==> src/rtl/riscv_pkg.sv <==
// ----------------------------------------------------------------------------
// riscv_pkg
// Shared types for the 5-stage RISC-V pipeline hazard control.
//   fwd_e      : EX operand source select (00 reg, 01 ex_mem, 10 mem_wb)
//   mc_state_e : multi-cycle EX unit sequencing states
//   hz_stage_t : per-stage shadow control flags. Register indices are
//                carried alongside because their width is a module parameter.
// ----------------------------------------------------------------------------
package riscv_pkg;

    typedef enum logic [1:0] {
        FWD_REG    = 2'b00,
        FWD_EX_MEM = 2'b01,
        FWD_MEM_WB = 2'b10
    } fwd_e;

    typedef enum logic {
        MC_IDLE,
        MC_BUSY
    } mc_state_e;

    typedef struct packed {
        logic valid;
        logic regwrite;
        logic is_load;
        logic is_mc;
    } hz_stage_t;

endpackage

==> src/rtl/hz_fwd_sel.sv <==
// ----------------------------------------------------------------------------
// hz_fwd_sel
// Single-operand forwarding comparator. The younger EX/MEM producer wins over
// MEM/WB; x0 is never forwarded.
// Ports:
//   src        in  REG_IDX_W  source register index of the operand in EX
//   mem_fwd_ok in  1          MEM holds a valid non-load register writer
//   mem_rd     in  REG_IDX_W  MEM destination index
//   wb_fwd_ok  in  1          WB holds a valid register writer
//   wb_rd      in  REG_IDX_W  WB destination index
//   sel        out fwd_e      operand source select
// ----------------------------------------------------------------------------
module hz_fwd_sel
    import riscv_pkg::*;
#(
    parameter int REG_IDX_W = 5
) (
    input  logic [REG_IDX_W-1:0] src,
    input  logic                 mem_fwd_ok,
    input  logic [REG_IDX_W-1:0] mem_rd,
    input  logic                 wb_fwd_ok,
    input  logic [REG_IDX_W-1:0] wb_rd,
    output fwd_e                 sel
);

    always_comb begin
        sel = FWD_REG;
        if (mem_fwd_ok && (mem_rd != '0) && (mem_rd == src)) begin
            sel = FWD_EX_MEM;
        end else if (wb_fwd_ok && (wb_rd != '0) && (wb_rd == src)) begin
            sel = FWD_MEM_WB;
        end
    end

endmodule

==> src/rtl/pipe_hazard_ctl.sv <==
// ----------------------------------------------------------------------------
// pipe_hazard_ctl
// Central hazard controller for the 5-stage pipeline. Shadows EX/MEM/WB
// destination info and drives stall/flush/bubble controls, EX forwarding
// selects and the start/done handshake of a multi-cycle EX unit.
//
// Parameters:
//   REG_IDX_W    register index width
//   MC_FIXED_LAT 0: wait for mc_done; N>=1: internal counter, mc_done ignored
// Ports:
//   clk, rst_n                   clock, async active-low reset
//   id_valid                     ID holds a real instruction
//   id_rs1/id_rs2, id_uses_rs*   ID sources and whether they are read
//   id_rd, id_regwrite           ID destination and write enable
//   id_is_load, id_is_mc         ID instruction class (load wins if both)
//   ex_redirect                  EX resolved a taken branch/jump
//   mc_done                      multi-cycle unit result ready
//   pc_stall, if_id_stall        hold PC / IF-ID
//   if_id_flush                  zero IF-ID
//   id_ex_bubble                 load a bubble into ID-EX
//   ex_hold                      freeze ID-EX, bubble into EX-MEM
//   mc_start                     one-cycle start pulse to the multi-cycle unit
//   fwd_a, fwd_b                 EX operand source selects (fwd_b also store data)
//   perf_stall_cnt/perf_flush_cnt  only with PIPE_HAZARD_PERF_EN defined
// ----------------------------------------------------------------------------
module pipe_hazard_ctl
    import riscv_pkg::*;
#(
    parameter int REG_IDX_W    = 5,
    parameter int MC_FIXED_LAT = 0
) (
    input  logic                 clk,
    input  logic                 rst_n,
    input  logic                 id_valid,
    input  logic [REG_IDX_W-1:0] id_rs1,
    input  logic [REG_IDX_W-1:0] id_rs2,
    input  logic                 id_uses_rs1,
    input  logic                 id_uses_rs2,
    input  logic [REG_IDX_W-1:0] id_rd,
    input  logic                 id_regwrite,
    input  logic                 id_is_load,
    input  logic                 id_is_mc,
    input  logic                 ex_redirect,
    input  logic                 mc_done,
    output logic                 pc_stall,
    output logic                 if_id_stall,
    output logic                 if_id_flush,
    output logic                 id_ex_bubble,
    output logic                 ex_hold,
    output logic                 mc_start,
    output logic [1:0]           fwd_a,
`ifdef PIPE_HAZARD_PERF_EN
    output logic [31:0]          perf_stall_cnt,
    output logic [31:0]          perf_flush_cnt,
`endif
    output logic [1:0]           fwd_b
);

    localparam int CNT_W = $clog2(MC_FIXED_LAT + 2);

    hz_stage_t            ex_q, mem_q, wb_q, id_st;
    logic [REG_IDX_W-1:0] ex_rd_q, mem_rd_q, wb_rd_q, ex_rs1_q, ex_rs2_q;
    mc_state_e            mc_state_q;
    logic [CNT_W-1:0]     mc_cnt_q;
    logic                 ex_mc, mc_release, load_use, redirect;
    fwd_e                 fwd_a_sel, fwd_b_sel;

    // is_mc is not consulted past EX, nor is_load past MEM.
    logic unused_stage_bits;
    assign unused_stage_bits = ^{mem_q.is_mc, wb_q.is_load, wb_q.is_mc};

    assign ex_mc      = ex_q.valid & ex_q.is_mc;
    assign mc_release = (MC_FIXED_LAT == 0) ? mc_done : (mc_cnt_q == CNT_W'(1));

    assign load_use = id_valid & ex_q.valid & ex_q.is_load & (ex_rd_q != '0) &
                      ((id_uses_rs1 & (id_rs1 == ex_rd_q)) |
                       (id_uses_rs2 & (id_rs2 == ex_rd_q)));
    assign redirect = ex_q.valid & ~ex_q.is_mc & ex_redirect;

    // NOTE: every always_comb output gets a default first so no path leaves it
    // unassigned; otherwise synthesis infers a latch.
    always_comb begin
        mc_start = 1'b0;
        ex_hold  = 1'b0;
        case (mc_state_q)
            MC_IDLE: begin
                if (ex_mc) begin
                    mc_start = 1'b1;
                    ex_hold  = 1'b1;
                end
            end
            MC_BUSY: ex_hold = ~mc_release;
            default: ex_hold = 1'b0;
        endcase
    end

    // Priority: multi-cycle hold, then redirect, then load-use.
    always_comb begin
        pc_stall     = 1'b0;
        if_id_stall  = 1'b0;
        if_id_flush  = 1'b0;
        id_ex_bubble = 1'b0;
        if (ex_hold) begin
            pc_stall    = 1'b1;
            if_id_stall = 1'b1;
        end else if (redirect) begin
            if_id_flush  = 1'b1;
            id_ex_bubble = 1'b1;
        end else if (load_use) begin
            pc_stall     = 1'b1;
            if_id_stall  = 1'b1;
            id_ex_bubble = 1'b1;
        end
    end

    // A load that is also flagged multi-cycle is treated as a plain load.
    assign id_st = '{valid:    id_valid & ~id_ex_bubble & ~if_id_flush,
                     regwrite: id_regwrite,
                     is_load:  id_is_load,
                     is_mc:    id_is_mc & ~id_is_load};

    // NOTE: sequential state uses non-blocking assignments so every register
    // samples the pre-edge values, independent of statement order.
    always_ff @(posedge clk or negedge rst_n) begin
        if (!rst_n) begin
            ex_q     <= '0;
            mem_q    <= '0;
            wb_q     <= '0;
            ex_rd_q  <= '0;
            mem_rd_q <= '0;
            wb_rd_q  <= '0;
            ex_rs1_q <= '0;
            ex_rs2_q <= '0;
        end else if (ex_hold) begin
            mem_q.valid <= 1'b0;
            wb_q        <= mem_q;
            wb_rd_q     <= mem_rd_q;
        end else begin
            ex_q     <= id_st;
            ex_rd_q  <= id_rd;
            ex_rs1_q <= id_rs1;
            ex_rs2_q <= id_rs2;
            mem_q    <= ex_q;
            mem_rd_q <= ex_rd_q;
            wb_q     <= mem_q;
            wb_rd_q  <= mem_rd_q;
        end
    end

    always_ff @(posedge clk or negedge rst_n) begin
        if (!rst_n) begin
            mc_state_q <= MC_IDLE;
            mc_cnt_q   <= '0;
        end else begin
            case (mc_state_q)
                MC_IDLE: begin
                    if (ex_mc) begin
                        mc_state_q <= MC_BUSY;
                        mc_cnt_q   <= CNT_W'(MC_FIXED_LAT);
                    end
                end
                MC_BUSY: begin
                    if (mc_cnt_q != '0) begin
                        mc_cnt_q <= mc_cnt_q - CNT_W'(1);
                    end
                    if (mc_release) begin
                        mc_state_q <= MC_IDLE;
                    end
                end
                default: mc_state_q <= MC_IDLE;
            endcase
        end
    end

    hz_fwd_sel #(.REG_IDX_W(REG_IDX_W)) u_fwd_a (
        .src        (ex_rs1_q),
        .mem_fwd_ok (mem_q.valid & mem_q.regwrite & ~mem_q.is_load),
        .mem_rd     (mem_rd_q),
        .wb_fwd_ok  (wb_q.valid & wb_q.regwrite),
        .wb_rd      (wb_rd_q),
        .sel        (fwd_a_sel)
    );

    hz_fwd_sel #(.REG_IDX_W(REG_IDX_W)) u_fwd_b (
        .src        (ex_rs2_q),
        .mem_fwd_ok (mem_q.valid & mem_q.regwrite & ~mem_q.is_load),
        .mem_rd     (mem_rd_q),
        .wb_fwd_ok  (wb_q.valid & wb_q.regwrite),
        .wb_rd      (wb_rd_q),
        .sel        (fwd_b_sel)
    );

    assign fwd_a = fwd_a_sel;
    assign fwd_b = fwd_b_sel;

`ifdef PIPE_HAZARD_PERF_EN
    always_ff @(posedge clk or negedge rst_n) begin
        if (!rst_n) begin
            perf_stall_cnt <= '0;
            perf_flush_cnt <= '0;
        end else begin
            if (pc_stall)    perf_stall_cnt <= perf_stall_cnt + 32'd1;
            if (if_id_flush) perf_flush_cnt <= perf_flush_cnt + 32'd1;
        end
    end
`else
    // Performance counters are not built in this configuration.
`endif

endmodule

==> config.mk <==
export PLATFORM = sky130hd
export DESIGN_NAME = pipe_hazard_ctl
export DESIGN_NICKNAME = d
export VERILOG_FILES = /design/src/rtl/riscv_pkg.sv /design/src/rtl/hz_fwd_sel.sv /design/src/rtl/pipe_hazard_ctl.sv
export SDC_FILE = /design/constraint.sdc
export NUM_CORES = 1
export LEC_CHECK = 0
export ABC_CLOCK_PERIOD_IN_PS = 2040
export CAP_MARGIN = 20
export CORE_ASPECT_RATIO = 1.2
export CORE_MARGIN = 2
export CORE_UTILIZATION = 45
export CTS_CLUSTER_DIAMETER = 150
export DETAILED_ROUTE_END_ITERATION = 16
export PLACE_DENSITY = 0.75
export RECOVER_POWER = 25
export SETUP_SLACK_MARGIN = 0.05
export SLEW_MARGIN = 20
export SYNTH_ARGS = -nofsm -noshare
export SYNTH_HDL_FRONTEND = slang
export SYNTH_SLANG_ARGS = --single-unit
==> constraint.sdc <==
create_clock -name clk -period 2.04 [get_ports clk]
set_input_delay 0.612 -clock clk [delete_from_list [all_inputs] [get_ports clk]]
set_output_delay 0.612 -clock clk [all_outputs]
set_load 0.05 [all_outputs]
==> impl_metrics.tcl <==
set metrics [dict create \
    status "complete, but fails checks" \
    violations "negative setup slack" \
    clk_pin_slew_worst_paths_ns 0.06 \
    route.detailed.drc 0 \
    yosys_warnings 0 \
    path_cells "clkdlybuf4s15_2 > xor2_2 > nor4_2 > nand3_1 > a21o_4 > o21ai_4 > buf_6" \
    root_buffer "clkbuf_8" \
    clock_latency_ns 0.29 \
    cts_hold_repair.buffers 0 \
    synth_edf_count 0 \
    rr_startpoint "ex_q[3]$_DFFE_PN0N_" \
    hp-start "mem_q[3]$_DFF_PN0_" \
    io_pins 35 \
    area_delta_synth_final_pct 58.6 \
    grt_use_total 0.226 \
    startpoint "id_rs1[4]" \
    path_delay_family "compound AO/OA/AOI/OAI gates" \
    finalHoldViolCount 0 \
    timing.final.crit_period_ns 2.58 \
    grt_start_max_net_pins 36 \
    path_buf_inv 2 \
    grt_pass1_wl_um 6980 \
    ys_types 28 \
    via_per_inst 5.07 \
    slowest_stage "nor4_2" \
    clock_skew_ns 0.00695 \
    synth_area_leaders "dfrtp_1, nand2_1, xor2_1, xnor2_1, nand3_1" \
    routed_wl_um 4190 \
    period_share 1.27 \
    place_area_um2 2370 \
    drt-pass1-iter-count 4 \
    num_rows 24 \
    drv_slew 0 \
    dr_total_vias 1464 \
    cts-htree-levels 2 \
    fill_cells 244 \
    crit_path_end_kind "primary output" \
    fin_tns_setup_ns -3.56 \
    pwr_density_cell_nw_per_um2 1170 \
    yosysMostFrequentCell "nand2_1" \
    cts_buffer_depth 2 \
    ys_seq_elements 35 \
    yosys.area.top_type "dfrtp_1" \
    drtIter0Drc 24 \
    synth_fp_nets 206 \
    seq_area_frac_synth 0.525 \
    min-delay-path-class "reg -> reg" \
    synth.cell_area_um2 1670 \
    startpoint_type "primary input" \
    finalSetupViolations 7 \
    drive_gt1_frac 0.348 \
    syn_inst 181 \
    tightest_slew_ns 0.844 \
    fp.dieArea_um2 4210 \
    crit_arrival_ns 1.97 \
    peakVddDrop_v 0.000831 \
    hpwl_um 2910 \
    yosysTopAreaCellShare 0.525 \
    portBuffers 34 \
    rsz0062_at_grt "yes" \
    max_stage_delay_ns 0.26 \
    slew_headroom 0.437 \
    ys_top_cells_by_count "nand2_1, dfrtp_1, xor2_1" \
    final_antenna_net_count 0 \
    syn_avg_cell_area_um2 9.21 \
    fin_area_um2 2650 \
    die_h_um 70.7 \
    yosys_most_used_dff "dfrtp_1" \
    cts_tree "done" \
    gp_congestion 0.832 \
    timing_worst_setup_path_type "in -> out" \
    fp.coreArea_um2 3600 \
    num_antenna_cells 0 \
    cp_max_fo 3 \
    layout.nets 274 \
    leakagePower_nw 1.22 \
    max-cap-violations 0 \
    cts_buffers 5 \
    async_flop_share 1.00 \
    initial_core_util 0.463 \
    worst-endpoint-required_ns 1.43 \
    first_global_vias 1519 \
    setup_ws_ns -0.541 \
    fmax_mhz 387 \
    clock-sinks 35 \
    overflow 0 \
    antenna_found_initial 0 \
    wl_per_cell_um 14.5 \
    die_width_um 59.6 \
]
-- power breakdown --
part,switching (mW),internal [mW]
combinational,0.733,0.687
sequential,0.209,0.911
clock,0.245,0.308
total,1.19,1.91
-- per-stage QoR --
stage / setup WS (ns) / power [mW] / cells / utilization / hold slack, ns
after global placement: -0.816 / 2.27 / 274 / 0.657 / 0.360
after floorplan: -0.493 / 1.81 / 181 / - / 0.316
final: -0.541 / 3.09 / 289 / 0.734 / 0.374
after global routing: -0.638 / 3.28 / 289 / 0.734 / 0.393
after CTS: -0.538 / 3.03 / 287 / 0.726 / 0.378
after detailed placement: -0.856 / 2.31 / 274 / 0.657 / 0.363
-- cells by family after synthesis --
| kind of cell | count (synthesis) | share of synthesized area |
|---|---|---|
| flops | 35 | 0.525 |
| buf+inv | 8 | 0.0218 |
| xor+xnor | 30 | 0.158 |
| compound gates | 9 | 0.0398 |
| simple gates | 99 | 0.256 |
-- flip-flops by register name, summed over array words and instances, names as in the netlist --
name	cells
mem_rd_q	5
ex_rd_q	5
ex_rs1_q	5
ex_q	4
wb_q	2
ex_rs2_q	5
mc_state_q	1
wb_rd_q	5
mem_q	3
-- layout make-up --
cell class / count / area [um^2] / area share
tap: 39 / 48.8 / 0.0184
clock buffer: 8 / 100 / 0.0378
sequential: 35 / 882 / 0.333
inverter: 2 / 10.0 / 0.00378
timing repair buffer: 67 / 613 / 0.232
multi-input combinational: 138 / 991 / 0.375
-- metal layers --
layer  track usage  wire [um]  vias to the layer above
li1              -          -                      712
met1         0.274       1690                      697
met2         0.370       2220                       43
met3        0.0530        153                       12
met4         0.114        135                        0
met5             0          0                        -
-- path summary, 6_finish.rpt --
check	endpoint	slack (ns)	depth (start not counted)
max	if_id_stall	-0.54	7
min	wb_q[3]$_DFF_PN0_	0.37	0
max reg2reg	ex_q[3]$_DFFE_PN0N_	0.41	8
min reg2reg	wb_q[3]$_DFF_PN0_	0.37	0
max in group asynchronous	mem_rd_q[1]$_DFFE_PN0N_	0.51	2
min in group asynchronous	mc_state_q$_DFF_PN0_	0.95	2
-- placed cells by master, fill, tap and decap left out, types with 2 or more instances in the layout --
master and n:
nand2_1 74, dfrtp_1 30, buf_4 24, xor2_1 15, clkdlybuf4s50_1 13, xnor2_1 7
clkbuf_8 7, clkbuf_1 6, buf_6 6, dfrtp_2 5, clkbuf_2 5, buf_12 5
nand3_1 4, xor2_2 3, xnor2_4 3, nor2_4 2, a21oi_4 2, nor4_2 2
or4_1 2, o21ai_4 2, xnor2_2 2, nand3_2 2, nor4_4 2, nor3_4 2
buf_2 2, clkdlybuf4s15_2 2, buf_8 2
-- repair_timing --
action	in CTS	in global routing
endpoints found under the setup margin	9	9
setup buffers	5	2
pin swaps	12	8
endpoints found under the hold margin	0	0
gates cloned	0	0
resized for setup	48	19
(Power assumes the default switching activity.)
